**config.mk**
```make
export PLATFORM = sky130hd
export DESIGN_NAME = multicycle_main_control
export DESIGN_NICKNAME = d
export VERILOG_FILES = /design/src/rtl/multicycle_main_control.sv
export SDC_FILE = /design/constraint.sdc
export NUM_CORES = 1
export LEC_CHECK = 0
export ABC_AREA = 1
export CAP_MARGIN = 20
export CORE_MARGIN = 4
export CORE_UTILIZATION = 40
export DETAILED_ROUTE_END_ITERATION = 10
export GPL_ROUTABILITY_DRIVEN = 0
export GPL_TIMING_DRIVEN = 0
export HOLD_SLACK_MARGIN = 0.05
export PLACE_DENSITY = 0.84
export SYNTH_ARGS = -nofsm -noshare
export SYNTH_HDL_FRONTEND = slang
export SYNTH_SLANG_ARGS = --single-unit
```
**constraint.sdc**
```tcl
create_clock -name clk -period 2.2 [get_ports clk]
set_clock_uncertainty 0.2 [all_clocks]
set_input_delay 0.22 -clock clk [delete_from_list [all_inputs] [get_ports clk]]
set_output_delay 0.22 -clock clk [all_outputs]
set_load 0.1 [all_outputs]
```
**src/rtl/multicycle_main_control.sv**
```systemverilog
// Main control FSM for the multicycle MIPS-lite datapath: steps each instruction
// through fetch/decode/execute/memory/writeback and stalls on memory ready.
module multicycle_main_control (
  input  logic       clk,
  input  logic       reset,
  input  logic [5:0] op,
  input  logic       mem_ready,
  output logic       pcwrite,
  output logic       pcwritecond,
  output logic       iord,
  output logic       memread,
  output logic       memwrite,
  output logic       irwrite,
  output logic       memtoreg,
  output logic       regdst,
  output logic       regwrite,
  output logic       alusrca,
  output logic [1:0] alusrcb,
  output logic [1:0] pcsource,
  output logic       aluop2,
  output logic       aluop1,
  output logic       aluop0,
  output logic       illegal,
  output logic [3:0] state
);

  localparam logic [5:0] OP_RTYPE = 6'b000000;
  localparam logic [5:0] OP_LW    = 6'b100011;
  localparam logic [5:0] OP_SW    = 6'b101011;
  localparam logic [5:0] OP_BEQ   = 6'b000100;
  localparam logic [5:0] OP_J     = 6'b000010;
  localparam logic [5:0] OP_NORI  = 6'b001110;

  typedef enum logic [3:0] {
    FETCH  = 4'd0,
    DECODE = 4'd1,
    MEMADR = 4'd2,
    MEMRD  = 4'd3,
    MEMWB  = 4'd4,
    MEMWR  = 4'd5,
    EXEC   = 4'd6,
    RWB    = 4'd7,
    BRANCH = 4'd8,
    JUMP   = 4'd9,
    IEXEC  = 4'd10,
    IWB    = 4'd11
  } state_t;

  state_t state_q;
  state_t state_n;

  always_ff @(posedge clk) begin
    if (reset) state_q <= FETCH;
    else       state_q <= state_n;
  end

  assign state = state_q;

  // Memory handshake: a request (memread/memwrite) is held steady in FETCH,
  // MEMRD and MEMWR; the access completes in the cycle mem_ready is high, and
  // only then does the FSM advance. Reset masks every control output.
  always_comb begin
    state_n     = FETCH;
    pcwrite     = 1'b0;
    pcwritecond = 1'b0;
    iord        = 1'b0;
    memread     = 1'b0;
    memwrite    = 1'b0;
    irwrite     = 1'b0;
    memtoreg    = 1'b0;
    regdst      = 1'b0;
    regwrite    = 1'b0;
    alusrca     = 1'b0;
    alusrcb     = 2'b00;
    pcsource    = 2'b00;
    aluop2      = 1'b0;
    aluop1      = 1'b0;
    aluop0      = 1'b0;
    illegal     = 1'b0;

    case (state_q)
      FETCH: begin
        memread = 1'b1;
        alusrcb = 2'b01;
        irwrite = mem_ready;
        pcwrite = mem_ready;
        state_n = mem_ready ? DECODE : FETCH;
      end
      DECODE: begin
        alusrcb = 2'b11;
        case (op)
          OP_LW, OP_SW: state_n = MEMADR;
          OP_RTYPE:     state_n = EXEC;
          OP_BEQ:       state_n = BRANCH;
          OP_J:         state_n = JUMP;
          OP_NORI:      state_n = IEXEC;
          default: begin
            state_n = FETCH;
            illegal = 1'b1;
          end
        endcase
      end
      MEMADR: begin
        alusrca = 1'b1;
        alusrcb = 2'b10;
        if (op == OP_LW)      state_n = MEMRD;
        else if (op == OP_SW) state_n = MEMWR;
        else                  state_n = FETCH;
      end
      MEMRD: begin
        memread = 1'b1;
        iord    = 1'b1;
        state_n = mem_ready ? MEMWB : MEMRD;
      end
      MEMWB: begin
        regwrite = 1'b1;
        memtoreg = 1'b1;
      end
      MEMWR: begin
        memwrite = 1'b1;
        iord     = 1'b1;
        state_n  = mem_ready ? FETCH : MEMWR;
      end
      EXEC: begin
        alusrca = 1'b1;
        aluop1  = 1'b1;
        state_n = RWB;
      end
      RWB: begin
        regwrite = 1'b1;
        regdst   = 1'b1;
      end
      BRANCH: begin
        alusrca     = 1'b1;
        aluop0      = 1'b1;
        pcwritecond = 1'b1;
        pcsource    = 2'b01;
      end
      JUMP: begin
        pcwrite  = 1'b1;
        pcsource = 2'b10;
      end
      IEXEC: begin
        alusrca = 1'b1;
        alusrcb = 2'b10;
        aluop1  = 1'b1;
        aluop0  = 1'b1;
        state_n = IWB;
      end
      IWB: begin
        regwrite = 1'b1;
      end
      default: state_n = FETCH;
    endcase

    if (reset) begin
      pcwrite     = 1'b0;
      pcwritecond = 1'b0;
      iord        = 1'b0;
      memread     = 1'b0;
      memwrite    = 1'b0;
      irwrite     = 1'b0;
      memtoreg    = 1'b0;
      regdst      = 1'b0;
      regwrite    = 1'b0;
      alusrca     = 1'b0;
      alusrcb     = 2'b00;
      pcsource    = 2'b00;
      aluop1      = 1'b0;
      aluop0      = 1'b0;
      illegal     = 1'b0;
    end
  end

endmodule
```
======== After elaboration in Yosys (flattened, before gate mapping) ========
Cells that the tools add are included.
operators by class
  eq/ne operators ......................... 16
  mux-type cells .......................... 38
  reductions and logical operators ........ 11
operator list
  operator                                                                count
  4-bit one-hot mux with 7 select lines                                   1
  1-bit two-way mux                                                       27
  4-bit one-hot mux with 5 select lines                                   1
  4-bit by 3-bit equality test with 1-bit output (second input constant)  4
  4-bit equality test (second input constant)                             4
  6-bit equality test (second input constant)                             2
  3-bit two-way mux                                                       4
  2-bit OR reduction                                                      6
  4-bit by 2-bit equality test with 1-bit output (second input constant)  2
  6-bit by 2-bit equality test with 1-bit output (second input constant)  1
  6-bit by 3-bit equality test with 1-bit output (second input constant)  1
  6-bit by 4-bit equality test with 1-bit output (second input constant)  1
  6-bit zero test                                                         1
  2-bit one-hot mux with 3 select lines                                   1
  6-bit OR reduction                                                      1
  4-bit by 1-bit equality test with 1-bit output (second input constant)  1
  4-bit zero test                                                         1
  2-bit two-way mux                                                       2
  2-bit one-hot mux with 2 select lines                                   1
  4-bit OR reduction                                                      1
  3-bit OR reduction                                                      1
  1-bit one-hot mux with 2 select lines                                   1
word-level totals
  word-level logic and storage cells ...... 66
  flip-flop bits (word level) ............. 4

======== Longest topological paths before layout ========
  word-level depth ........................ 5
  gate-level depth with buffers ........... 8
  depth with buffers taken out ............ 8

======== Worst setup path after synthesis ========
OpenSTA, ideal clock, no wires.
  path kind ............................... reg-to-output
  from .................................... register state_q[2] (netlist: state[2])
  to ...................................... output port memtoreg
  data required time ...................... 1.780 ns
  cell stages (with the launch flop) ...... 5
  data arrival time ....................... 3.339 ns
  path buffers ............................ 0
  setup slack ............................. -1.559 ns
  path through ............................ dfxtp_1 -> inv_2 -> nor2_1 -> nand2_1 -> nor3_1
between the ends
  word-level cells in the longest chain between the ends .. 3
ends and longest elaborated chain
  element                                         RTL line  text
  start, declared                                 49        state_t state_q;
  start signal, assigned                          54        else state_q <= state_n;
  4-bit by 3-bit equality test with 1-bit output  81        case (state_q)
  1-bit two-way mux                               81
  1-bit two-way mux                               156       if (reset) begin
  end, declared                                   14        output logic memtoreg,
Every way passes these cells.

======== Worst setup path after layout ========
  from .................................... register state_q[2] (netlist: state[2])
  to ...................................... output port state[2]
RTL lines
  element        RTL line  text
  end, declared  24        output logic [3:0] state
No word-level cell between the ends.

==> results.md <==
* Status: finished clean
* Ports placed on the boundary at 31
* Nets at 149
* Switching pwr at 0.144 mW
* Commonest non-fill, non-tap cells in the layout: 20 x nand2_1, 15 x nor2_1, 13 x inv_1
* Routed len/inst at 11.1 um
* Grt ovf at 0
* Crit Path Category: flop to output pin
* CTS tree: built
* Vias in the first global route at 672
* Logic gate share of total power at 0.458
* Setup_tns at 0 ps
* Sink Count at 4
* Wl on met1 at 676 um
* Worst Max-Slew Pin Slew at 965 ps
* Fillers at 119
* Top cells by area, synth: nor2_1 17%, dfxtp_1 15%, nand2_1 14%
* Post-CTS Hold Fix Bufs at 0
* First-pass GRT wire length at 2.63 mm
* Pre-CTS setup slack at -1050 ps
* Rows at 13
* Warnings from Yosys at 0
* Critical Path Fanout Max at 5
* Synth area leader: nor2_1
* Area delta synth->final at 82.3%
* Asr flop ratio synth at 0
* Clk slew on worst S/H paths at 40 ps
* Setup violators final at 0
* FF/Latch Area at 90.1 sq um
* Hold crit path type: input port to flop
* Met2 WL at 889 um
* Hold Path Stages at 5
* I/O Buffers at 29
* Avg Cell Area, Syn at 5.12 sq um
* Final HPWL DP at 1.41 mm
* Slowest CP cell: clkdlybuf4s50_1
* Via/cell ratio at 4.88
* CP arrival at 1760 ps
* Crit. path cell count at 1
* Die area at 2010 sq um
* Most common cell after layout, fill and taps aside: nand2_1
* Post-route setup slack at 23.8 ps
* Total Routed Length at 1.70 mm
* # DRC at 0
* Syn nets at 115
* R2R depth at 8
* Via count at 747
* Post-synth top flop: dfxtp_1
* Yosys top cell area share at 0.166
* Family with the most delay on the worst path: buffers and inverters
* Area of the multi-input gates at 514 sq um
* Chip width at 44.8 um
* ANT nets after route at 0
* Fmax at 460 MHz
* Detailed Routing Iterations Pass 1 at 4
* Initial Util at 0.423
* Register bit total from synthesis at 4
* Max reg flops at 4
* Sequential power share at 0.243
* Core area at 1280 sq um
* Distinct cells, synth at 20
* Static Leak at 0.450 nW
* Latest clock arrival within the worst-skew pair at 240 ps
* Routed wire length on met3 at 130 um
* Crit start category: flop
* Pwr Density at 317 nW/um^2
* CTS H-Tree Depth at 1
* Largest net degree at the start of global routing at 11
* Min Clock Period, post-route at 2180 ps
* Critical Path Max Stage Delay at 1150 ps
* CP Cell Sequence: clkdlybuf4s50_1
* DR top layer: met3
* Min Hold Slack at 559 ps
* Worst path required time at 1780 ps
* Initial antenna violation count at 0
* Fin crit share at 0.989
* Crit. End Element: output pin
* Antenna cells at 0
* Clk buf depth at 2
* Final Util at 0.770
* Max-Cap Viols at 0
* Share of cells above drive strength 1 at 0.435
* VDD IR max at 301 uV
* Clock network fraction of total power at 0.299
* CTS resizes at 93
* Max Slew Vio Count at 0
* Setup bufs post-CTS at 0
* Initial DRC count at 15
* Die Ht at 44.8 um
* WP buf/inv at 1
* Endpoints failing hold at 0
* Mapped Area at 543 sq um
* GR Util All Layers at 0.173
* Number of enable flip-flop cells after synthesis at 0
* Relative slew slack at 0.354
* Mapped Cells at 106
* Root Driver: clkbuf_4
* Total chip power at 0.314 mW
* Seq/Total Area, Yosys at 0.147
* P_int at 0.170 mW
* Num CTS Buffers at 3
* Switching Share at 0.457
metrics by stage:
stage	instance area (sq um)	instances
final	990	153
after global routing	990	153
after CTS	970	153
after detailed placement	1010	150
after global placement	1010	150
after floorplan	701	106
worst paths after layout:
kind	start	end	slack, ps
max	state[2]$_SDFF_PP0_	state[2]	20
min	op[3]	state[2]$_SDFF_PP0_	560
max reg2reg	state[3]$_SDFF_PP0_	state[0]$_SDFF_PP0_	640
min reg2reg	state[3]$_SDFF_PP0_	state[2]$_SDFF_PP0_	580
layer usage:
metal | vias to the layer above | GRT usage
li1 | 398 | -
met1 | 324 | 0.188
met2 | 25 | 0.338
met3 | 0 | 0.0239
met4 | 0 | 0.0526
met5 | - | 0
cells in the mapped netlist (2+ instances only):
| master | count |
|---|---|
| a21oi_1 | 6 |
| inv_2 | 7 |
| nor3_1 | 2 |
| nand4_1 | 2 |
| nand2_2 | 2 |
| buf_4 | 2 |
| nor2_1 | 24 |
| dfxtp_1 | 4 |
| nand3_1 | 10 |
| nand2_1 | 20 |
| nand3b_1 | 2 |
| nor2_2 | 5 |
| inv_1 | 13 |
cell type report:
class / instances / area share
clock buffer: 3 / 0.0228
inverter: 20 / 0.0759
sequential: 4 / 0.0910
timing repair buffer: 29 / 0.241
tap: 15 / 0.0190
buffer: 3 / 0.0303
multi-input combinational: 79 / 0.520
power groups by stage:
stage / clock network (mW) / logic, mW / registers, mW
after floorplan: 0 / 0.0980 / 0.0867
after global placement: 0 / 0.146 / 0.0773
after detailed placement: 0 / 0.148 / 0.0774
after CTS: 0.0953 / 0.142 / 0.0762
after global routing: 0.0981 / 0.151 / 0.0765
final: 0.0938 / 0.144 / 0.0762
logic make-up after synthesis:
logic type             count (synthesis)  synth area share
AO/OA/AOI/OAI                         10             0.106
buffers and inverters                 23             0.173
other                                  1           0.00691
AND/OR/NAND/NOR                       68             0.567
flip-flops                             4             0.147
worst register-to-register path: stages, from the launching register on:
cell and delay, ps:
dfxtp_4 350, inv_1 50, nor2_1 250, nand2_1 200, nand2_1 150, inv_2 60, nand2_1 60, nor2_1 40
a21oi_1 120
(Power assumes the default switching activity.)
